### config.mk
export PLATFORM = sky130hd
export DESIGN_NAME = ksa_sub_pipe
export DESIGN_NICKNAME = d
export VERILOG_FILES = /design/src/rtl/ksa_pkg.sv /design/src/rtl/ksa_prefix_tree.sv /design/src/rtl/ksa_sub_pipe.sv
export SDC_FILE = /design/constraint.sdc
export NUM_CORES = 1
export LEC_CHECK = 0
export CORE_AREA = 2 2 59 61
export CTS_CLUSTER_SIZE = 8
export DETAILED_ROUTE_END_ITERATION = 16
export DIE_AREA = 0 0 61 63
export GPL_TIMING_DRIVEN = 0
export PLACE_DENSITY = 0.86
export SLEW_MARGIN = 20
export SYNTH_ARGS = -nofsm -noshare
export SYNTH_HDL_FRONTEND = slang
export SYNTH_SLANG_ARGS = --single-unit
### constraint.sdc
create_clock -name clk -period 2.3 [get_ports clk]
set_input_delay 0.46 -clock clk [delete_from_list [all_inputs] [get_ports clk]]
set_output_delay 0.46 -clock clk [all_outputs]
set_load 0.02 [all_outputs]
### src/rtl/ksa_pkg.sv
`default_nettype none
// ============================================================================
// Module   : ksa_pkg
// Brief    : Shared constants, stage payload type and level-count helper for
//            the Kogge-Stone adder/subtractor family.
// Revision : 1.0
// ============================================================================
package ksa_pkg;

    localparam int KSA_WIDTH_DEFAULT = 8;

    // S1 payload at the default width; wider instances use a same-shaped local type.
    typedef struct packed {
        logic [KSA_WIDTH_DEFAULT-1:0] g;
        logic [KSA_WIDTH_DEFAULT-1:0] p;
        logic                         cin;
        logic                         a_msb;
        logic                         b_msb;
    } ksa_s1_t;

    function automatic int ksa_levels(input int width);
        int lv;
        lv = 0;
        for (int i = 0; i < 31; i++) begin
            if ((1 << i) < width) begin
                lv = i + 1;
            end
        end
        return lv;
    endfunction

endpackage
`default_nettype wire

### src/rtl/ksa_prefix_tree.sv
`default_nettype none
// ============================================================================
// Module   : ksa_prefix_tree
// Brief    : Combinational Kogge-Stone carry network; carry-in is folded into
//            bit 0 so carry[i] is the carry into bit i.
// Revision : 1.0
// ============================================================================
module ksa_prefix_tree
    import ksa_pkg::*;
#(
    parameter int WIDTH = KSA_WIDTH_DEFAULT
) (
    input  logic [WIDTH-1:0] g,
    input  logic [WIDTH-1:0] p,
    input  logic             cin,
    output logic [WIDTH-1:0] carry,
    output logic             cout
);

    localparam int c_levels = ksa_levels(WIDTH);

    logic [WIDTH-1:0] w_g;
    logic [WIDTH-1:0] w_p;

    // Each pass doubles the span of every group; low positions whose span has
    // already reached bit 0 see a zero-filled shift and keep their final value.
    always_comb begin
        w_g = {g[WIDTH-1:1], g[0] | (p[0] & cin)};
        w_p = p;
        for (int l = 0; l < c_levels; l++) begin
            w_g = w_g | (w_p & (w_g << (1 << l)));
            w_p = w_p & (w_p << (1 << l));
        end
    end

    assign carry = {w_g[WIDTH-2:0], cin};
    assign cout  = w_g[WIDTH-1];

endmodule
`default_nettype wire

### src/rtl/ksa_sub_pipe.sv
`default_nettype none
// ============================================================================
// Module   : ksa_sub_pipe
// Brief    : Two-stage valid/ready pipelined Kogge-Stone subtractor computing
//            a - b - bin with borrow-out and signed-overflow flags.
// Revision : 1.0
// ============================================================================
module ksa_sub_pipe
    import ksa_pkg::*;
#(
    parameter int WIDTH = KSA_WIDTH_DEFAULT
) (
    input  logic             clk,
    input  logic             rst_n,
    input  logic             in_valid,
    output logic             in_ready,
    input  logic [WIDTH-1:0] a,
    input  logic [WIDTH-1:0] b,
    input  logic             bin,
    output logic             out_valid,
    input  logic             out_ready,
    output logic [WIDTH-1:0] d,
    output logic             bout,
    output logic             ovf
);

    localparam int c_msb = WIDTH - 1;

    generate
        if (WIDTH < 2 || (WIDTH & (WIDTH - 1)) != 0) begin : g_bad_width
            $error("ksa_sub_pipe: WIDTH must be a power of two >= 2");
        end
    endgenerate

    typedef struct packed {
        logic [WIDTH-1:0] g;
        logic [WIDTH-1:0] p;
        logic             cin;
        logic             a_msb;
        logic             b_msb;
    } s1_t;

    s1_t              r_s1;
    logic             r_s1_valid;
    logic             r_out_valid;
    logic [WIDTH-1:0] r_d;
    logic             r_bout;
    logic             r_ovf;

    logic [WIDTH-1:0] w_nb;
    logic [WIDTH-1:0] w_carry;
    logic [WIDTH-1:0] w_d;
    logic             w_cout;
    logic             w_s2_load;
    logic             w_ovf;

    assign w_nb      = ~b;
    assign w_s2_load = r_s1_valid && (!r_out_valid || out_ready);
    assign in_ready  = !r_s1_valid || w_s2_load;

    // Stage 1: generate/propagate of a + ~b, carry-in = !bin.
    always_ff @(posedge clk or negedge rst_n) begin
        if (!rst_n) begin
            r_s1_valid <= 1'b0;
            r_s1       <= '0;
        end else if (in_ready) begin
            r_s1_valid <= in_valid;
            if (in_valid) begin
                r_s1.g     <= a & w_nb;
                r_s1.p     <= a ^ w_nb;
                r_s1.cin   <= ~bin;
                r_s1.a_msb <= a[c_msb];
                r_s1.b_msb <= b[c_msb];
            end
        end
    end

    ksa_prefix_tree #(
        .WIDTH (WIDTH)
    ) u_prefix_tree (
        .g     (r_s1.g),
        .p     (r_s1.p),
        .cin   (r_s1.cin),
        .carry (w_carry),
        .cout  (w_cout)
    );

    assign w_d   = r_s1.p ^ w_carry;
    assign w_ovf = (r_s1.a_msb ^ r_s1.b_msb) & (w_d[c_msb] ^ r_s1.a_msb);

    // Stage 2: result beat, held while the consumer stalls.
    always_ff @(posedge clk or negedge rst_n) begin
        if (!rst_n) begin
            r_out_valid <= 1'b0;
            r_d         <= '0;
            r_bout      <= 1'b0;
            r_ovf       <= 1'b0;
        end else if (!r_out_valid || out_ready) begin
            r_out_valid <= r_s1_valid;
            if (w_s2_load) begin
                r_d    <= w_d;
                r_bout <= ~w_cout;
                r_ovf  <= w_ovf;
            end
        end
    end

    assign out_valid = r_out_valid;
    assign d         = r_d;
    assign bout      = r_bout;
    assign ovf       = r_ovf;

endmodule
`default_nettype wire
* Yosys cells after proc, flatten, opt, wreduce, memory -nomap -nowiden
Index checks and enable logic that the tools add are counted.
Storage, ports and cells: flip-flop bits (word level) 31, input bits 21, word-level logic and storage cells 36
Operators by class: bitwise gates (word level) 19, reduce and logical (&&, ||, !) cells 7
Operator list (count):
- 8-bit AND | 6
- 8-bit bitwise OR | 3
- 8-bit XOR | 2
- 8-bit inverter | 1
- 2-bit AND reduction | 2
- 1-bit AND | 2
- 1-bit logical NOT | 2
- 1-bit logical OR | 2
- 1-bit inverter | 2
- 1-bit XOR | 2
- 1-bit logical AND | 1
- 1-bit bitwise OR | 1

* Longest topological paths before layout
depth after elaboration 11, mapped depth 8, depth with buffers taken out 8

* Cells and area by module
Synthesis repeated with hierarchy kept, for this count alone.
Second synthesis, totals: cells, all modules 113, area total of the unflattened synthesis 1571.5 µm²
By module, submodules not included:
- ksa_sub_pipe | instances 1, cells each 96, area an instance 1445.1 µm², seq. area each 775.7 µm²
- ksa_prefix_tree | instances 1, cells each 17, area an instance 126.4 µm², seq. area each 0.0 µm²

* Worst setup path before layout
Ideal clock, no wire load.
kind reg-to-reg, from register, netlist name r_s1[3], to register r_d[6], in the netlist d[6], setup time 0.095 ns, arrival 1.913 ns, required time 2.205 ns, slack 0.291 ns, stages on the path, launching flop included 9, buffers on the path 0, period minus slack after synthesis 2.009 ns, path through dfrtp_1 -> ha_1 -> or2_2 -> ha_1 -> o21a_1 -> o21ai_0 -> a211oi_1 -> o21a_1 -> o31ai_1
Between the ends: word-level cells in the longest chain between the ends 8, elaborated cells between the ends (all ways) 10
RTL lines:
- 1-bit AND | RTL line ksa_prefix_tree.sv:28 | w_g = {g[WIDTH-1:1], g[0] | (p[0] & cin)};
- 1-bit bitwise OR | RTL line ksa_prefix_tree.sv:28
- 8-bit AND | RTL line ksa_prefix_tree.sv:31 | w_g = w_g | (w_p & (w_g << (1 << l)));
- 8-bit bitwise OR | RTL line ksa_prefix_tree.sv:31
- 8-bit bitwise OR (*) | RTL line ksa_prefix_tree.sv:31
- 8-bit AND (*) | RTL line ksa_prefix_tree.sv:31
- 8-bit bitwise OR (*) | RTL line ksa_prefix_tree.sv:31
- 8-bit XOR (*) | RTL line ksa_sub_pipe.sv:88 | assign w_d = r_s1.p ^ w_carry;
- end signal, assigned | RTL line ksa_sub_pipe.sv:101 | r_d <= w_d;
- end, declared | RTL line ksa_sub_pipe.sv:46 | logic [WIDTH-1:0] r_d;
Mark *: on every way between the ends. The rest lies on a longest branch, timed or not. A chain may end at the register's enable or synchronous reset.

* Worst setup path in the final report
from input port out_ready, to output port in_ready
Between the ends: word-level cells in the longest chain between the ends 3
RTL lines:
- start, declared | RTL line ksa_sub_pipe.sv:21 | input logic out_ready,
- 1-bit logical OR | RTL line ksa_sub_pipe.sv:58 | assign w_s2_load = r_s1_valid && (!r_out_valid || out_ready);
- 1-bit logical AND | RTL line ksa_sub_pipe.sv:58
- 1-bit logical OR | RTL line ksa_sub_pipe.sv:59 | assign in_ready = !r_s1_valid || w_s2_load;
- end, declared | RTL line ksa_sub_pipe.sv:16 | output logic in_ready,
No other way between the ends.

==> flow_summary.yaml <==
outcome:
  outcome: "completed"
floorplan:
  start_util: 0.464
  fp.dieH_um: 63
  fp.dieW_um: 61
  core_area_mm2: 0.00323
  dieArea_mm2: 0.00384
  top_level_ports: 33
  std_cell_rows: 21
timing:
  fin_crit_sh: 0.938
  finalSetupViolCount: 0
  clock.fmax_ghz: 0.464
  hold_ws_ns: 0.155
  max_slew_margin: 0.541
  drv_slew: 0
  hold_viol: 0
  worstMarginPinSlew_ns: 0.688
  tns_ns: 0
  fin_crit_ns: 2.16
  fin_skew_ns: 0.00844
  rsz0062_at_grt: "no"
placement:
  dp_hpwl_mm: 2.22
  routabilityCongestion: 0.904
  place_area_mm2: 0.00187
  portBuffers: 32
final_layout:
  fillers: 286
  nNetsFinal: 201
  seq_area_um2: 776
  final_layout_size_suffix_gt1_frac: 0.164
  design_area_mm2: 0.00192
  area_growth_syn_to_layout_pct: 28.2
  fin_util: 0.595
  diodes: 0
  multi_input_area_um2: 671
synth:
  postSynthAreaPerCell_um2: 11.4
  ys_top_cells_by_count: "31 x dfrtp_1, 19 x mux2_2, 13 x nand2_1"
  yosysMostFrequentCell: "dfrtp_1"
  synth.area.top_cells: "dfrtp_1 52%, mux2_2 14%, ha_1 8.3%, nand2_1 3.3%, inv_1 2.5%"
  synth_edf_count: 0
  seq_area_frac_synth: 0.518
  synthFlopType: "dfrtp_1"
  synth_top_cell_by_area: "dfrtp_1"
  synth_top_cell_area_share: 0.518
  synth_nets: 162
  ys_ff_latch: 31
  yosysWarnings: 0
  synth.distinct_cells: 27
  ys_async_sr_fraction: 1.00
  syn_area_mm2: 0.00150
  synth_cells: 131
setup_path:
  cp-start-kind: "input pin"
  cp.required_ns: 1.84
  arrival_ns: 1.70
  criticalPathCategory: "in2out"
  rr_startpoint: "r_s1[3]$_DFFE_PN0P_"
  path_max_fanout: 3
  end_kind: "primary output"
  crit_start: "out_ready"
  ff2ff_path_depth: 8
grt:
  grt_util_met2: 0.280
  antenna_found_initial: 0
  grtUsageMet1: 0.224
  grt_pass1_wl_mm: 5.09
  first_global_vias: 1160
  busiest_layer: "met2"
  grt_max_degree: 32
  use_met3: 0.0373
  groute.usage.overall: 0.180
  gr-total-overflow: 0
drt:
  drt_pass1_iterations: 4
  via_per_inst: 5.10
  ant_nets: 0
  postRouteWirelength_mm: 2.92
  wl_per_cell_um: 13.5
  drc: 0
  drt_iter0_drc: 38
  dr_total_vias: 1106
clock_network:
  cts.sinks: 31
  cts.path.max_buffers: 2
  numCtsBuffers: 5
  postCtsSetupBuffers: 0
  cts_htree_levels: 2
  cts_root_buffer: "clkbuf_4"
  cts_tree: "done"
  cts_resized: 0
  post_cts_hold_buffer_count: 0
  insertion_delay_ns: 0.34
  path_clk_slew_ns: 0.10
min_path:
  hp-class: "in2async"
flow_run:
  maxCapViolCount: 0
power_and_ir_drop:
  p_per_area_mw_per_mm2: 838
  power_leakage_nw: 0.875
  vdd_ir_drop_max_uv: 585
-- cell families after synthesis --
group | count (synthesis) | synth area share
and+or+nand+nor | 30 | 0.0993
xor gates and xnor gates | 3 | 0.0175
muxes | 19 | 0.143
buffers and inverters | 14 | 0.0351
AOI/OAI and AO/OA | 24 | 0.104
DFF | 31 | 0.518
adders and majority gates | 10 | 0.0835
-- stage by stage --
| stage | worst slack [ns] | std cells | power (mW) |
|---|---|---|---|
| 4_1_cts | 0.103 | 217 | 1.63 |
| 5_1_grt | 0.0755 | 217 | 1.72 |
| 3_3_place_gp | 0.0945 | 209 | 1.29 |
| 6_report | 0.143 | 217 | 1.61 |
| 3_5_place_dp | 0.0146 | 209 | 1.32 |
| 2_1_floorplan | 0.291 | 131 | 1.07 |
-- metal layers --
layer,up-vias,share of wire
met4,0,0.030
met3,9,0.045
met1,529,0.44
met2,32,0.48
met5,-,0
li1,536,-
-- state kept, by name (all words and copies together), names as in the netlist --
register and count:
r_s1_valid 1, out_valid 1, d 8, bout 1, ovf 1, r_s1 19
-- cells in the final DEF (no fill, tap or decap), drive strengths merged, types with 3 or more instances in the layout --
cell	instances
clkbuf	11
a21oi	3
clkdlybuf4s50	31
inv	10
o21ai	7
mux2	19
nor3	3
nand2b	4
dfrtp	31
nor2	3
nand2	13
xnor2	3
ha	10
-- final cells by class --
class,instances,share of cell area
repair buffers,32,0.164
clock inverters,1,0.00260
inverters,10,0.0195
clock buffers,7,0.0234
flip-flops and latches,31,0.404
multi-input cells,86,0.349
well taps,46,0.0299
plain buffers,4,0.00781
-- power breakdown --
| group | switching, mW | internal [mW] |
|---|---|---|
| combinational | 0.257 | 0.290 |
| clock | 0.186 | 0.119 |
| sequential | 0.0936 | 0.664 |
| total | 0.537 | 1.07 |
-- worst paths after layout --
kind                                         to  slack (ns)
max                                    in_ready        0.14
min reg2reg                    d[6]$_DFFE_PN0P_        0.49
min                            bout$_DFFE_PN0P_        0.16
max in group asynchronous  r_s1[15]$_DFFE_PN0P_        1.70
min in group clk               d[6]$_DFFE_PN0P_        0.49
max reg2reg                    d[6]$_DFFE_PN0P_        0.22
-- worst max-delay path: stages --
cell             delay [ns]
clkdlybuf4s50_1        0.48
nand3b_1               0.14
clkdlybuf4s50_1        0.61
Note: power is estimated with default switching activity, not from simulation.
==> variant (same settings) <==
Make the reset (`rst_n`) synchronous in 2 clocked blocks.
--- a/src/rtl/ksa_sub_pipe.sv
+++ b/src/rtl/ksa_sub_pipe.sv
@@ -60,5 +60,5 @@
 
     // Stage 1: generate/propagate of a + ~b, carry-in = !bin.
-    always_ff @(posedge clk or negedge rst_n) begin
+    always_ff @(posedge clk) begin
         if (!rst_n) begin
             r_s1_valid <= 1'b0;
@@ -90,5 +90,5 @@
 
     // Stage 2: result beat, held while the consumer stalls.
-    always_ff @(posedge clk or negedge rst_n) begin
+    always_ff @(posedge clk) begin
         if (!rst_n) begin
             r_out_valid <= 1'b0;
Function: differs if rst_n is asserted again (counterexample within 4 cycles, from zero or initial values and one cycle with rst_n low); with rst_n held inactive, the same outputs for 10 cycles.
==> variant against the unedited design <==
Sequential share of layout area shrank 7.7 points; setup slack worse by 0.020 ns; final area fell by 1.2%; via count is 14% higher; sequential cell count unchanged; synthesized cell count rose by 34%; routed wire length decreased by 1.0%; core utilization shrank 0.74 points; hold slack gained 0.32 ns; synthesized area shrank 2.5%; critical endpoint unchanged.
Power is not compared: it rests on default switching activity, and its combinational part moved more than twofold at a synthesized area within 25%.
==> variant: results (changes against the unedited design) <==
metric,value,unit,change
grtUsageTotal,17.5,%,was 18.0%
met3_length,117,microns,was 132 microns
grt_pass1_vias,1211,,"was 1,160"
timing.final.crit_period,2.18,ns,was 2.16 ns
cp_max_fo,5,,was 3
gp_congestion,0.872,,was 0.904
synth_compound_area_share,21.3,%,was 10.4%
ff2ff_path_depth,9,,was 8
grt_max_degree,11,,was 32
synth_adder_area_share,8.56,%,was 8.35%
synth-seq-area-share,42.5,%,was 51.8%
status,"finished, final reports clean",,unchanged
cts_setup_buffers,0,,unchanged
multiInputGateArea,786,sq um,was 671 sq um
grt_util_met1,18.8,%,was 22.4%
synthFlopType,dfxtp_1,,was dfrtp_1
reg2reg_slack,0.15,ns,was 0.22 ns
top_register,r_s1,,unchanged
drtIter0Drc,42,,was 38
fin_skew,0.00809,ns,was 0.00844 ns
rr_startpoint,r_s1[3]$_SDFFE_PN0P_,,was r_s1[3]$_DFFE_PN0P_
dr_wl_met2,1.41,mm,about the same
synthTopCellsByArea,"dfxtp_1 42%, nand2_1 13%, a21boi_0 11%",,"was dfrtp_1 52%, mux2_2 14%, ha_1 8.3%"
drt-wirelength-per-cell,11.1,microns,was 13.5 microns
wl_met1,1.32,mm,was 1.29 mm
vdd_drop_max,0.000423,V,
arrival,1.72,ns,was 1.70 ns
nFillCells,319,,was 286
num_vias,1263,,"was 1,106"
wl,2.89,mm,was 2.92 mm
drive_gt1_share,6.51,%,was 16.4%
dp_cells,254,,was 209
postSynth.asyncResetShare,0,%,was 100%
slew_headroom,68.3,%,was 54.1%
met2_usage,30.0,%,was 28.0%
place_ws,0.0490,ns,was 0.0146 ns
netlist_instances,176,,was 131
synth_nets,207,,was 162
synth_common_cells,"52 x nand2_1, 31 x dfxtp_1, 22 x a21boi_0",,"was 31 x dfrtp_1, 19 x mux2_2, 13 x nand2_1"
yosys-mux-area-fraction,0,%,was 14.3%
synthXorXnorAreaFrac,3.60,%,was 1.75%
ys_types,29,,was 27
fin_hold_ws,0.473,ns,was 0.155 ns
met3_usage,5.59,%,was 3.73%
cp-endpoint,in_ready,,unchanged
drtPass1Iterations,4,,unchanged
grt_pass1_wl,4.95,mm,was 5.09 mm
min_path_type,reg -> reg,,was in -> async
hpwl,2.19,mm,was 2.22 mm
-- variant: changes by cell type in the layout (fill, tap and decap cells not counted), sizes merged, moves of 3 or more --
cell,delta
nor2b,+3
nor3,-3
nand2b,-3
xor2,+3
a21boi,+22
dfrtp,-31
mux2,-19
a21oi,+4
dfxtp,+31
nand2,+40
-- variant: layout make-up --
cell class	count	area share, %
Clock inverter	1	0.264
Buffer	7	1.45
Tap cell	46	3.03
Clock buffer	6	2.70
Inverter	8	1.58
Sequential cell	31	32.7
Timing Repair Buffer	32	16.9
Multi-Input combinational cell	130	41.4
-- variant: report_power, final --
| group | total, mW | internal (mW) | switching [mW] |
|---|---|---|---|
| Combinational | 0.171 | 0.0905 | 0.0810 |
| Sequential | 0.590 | 0.566 | 0.0248 |
| Clock | 0.319 | 0.141 | 0.178 |
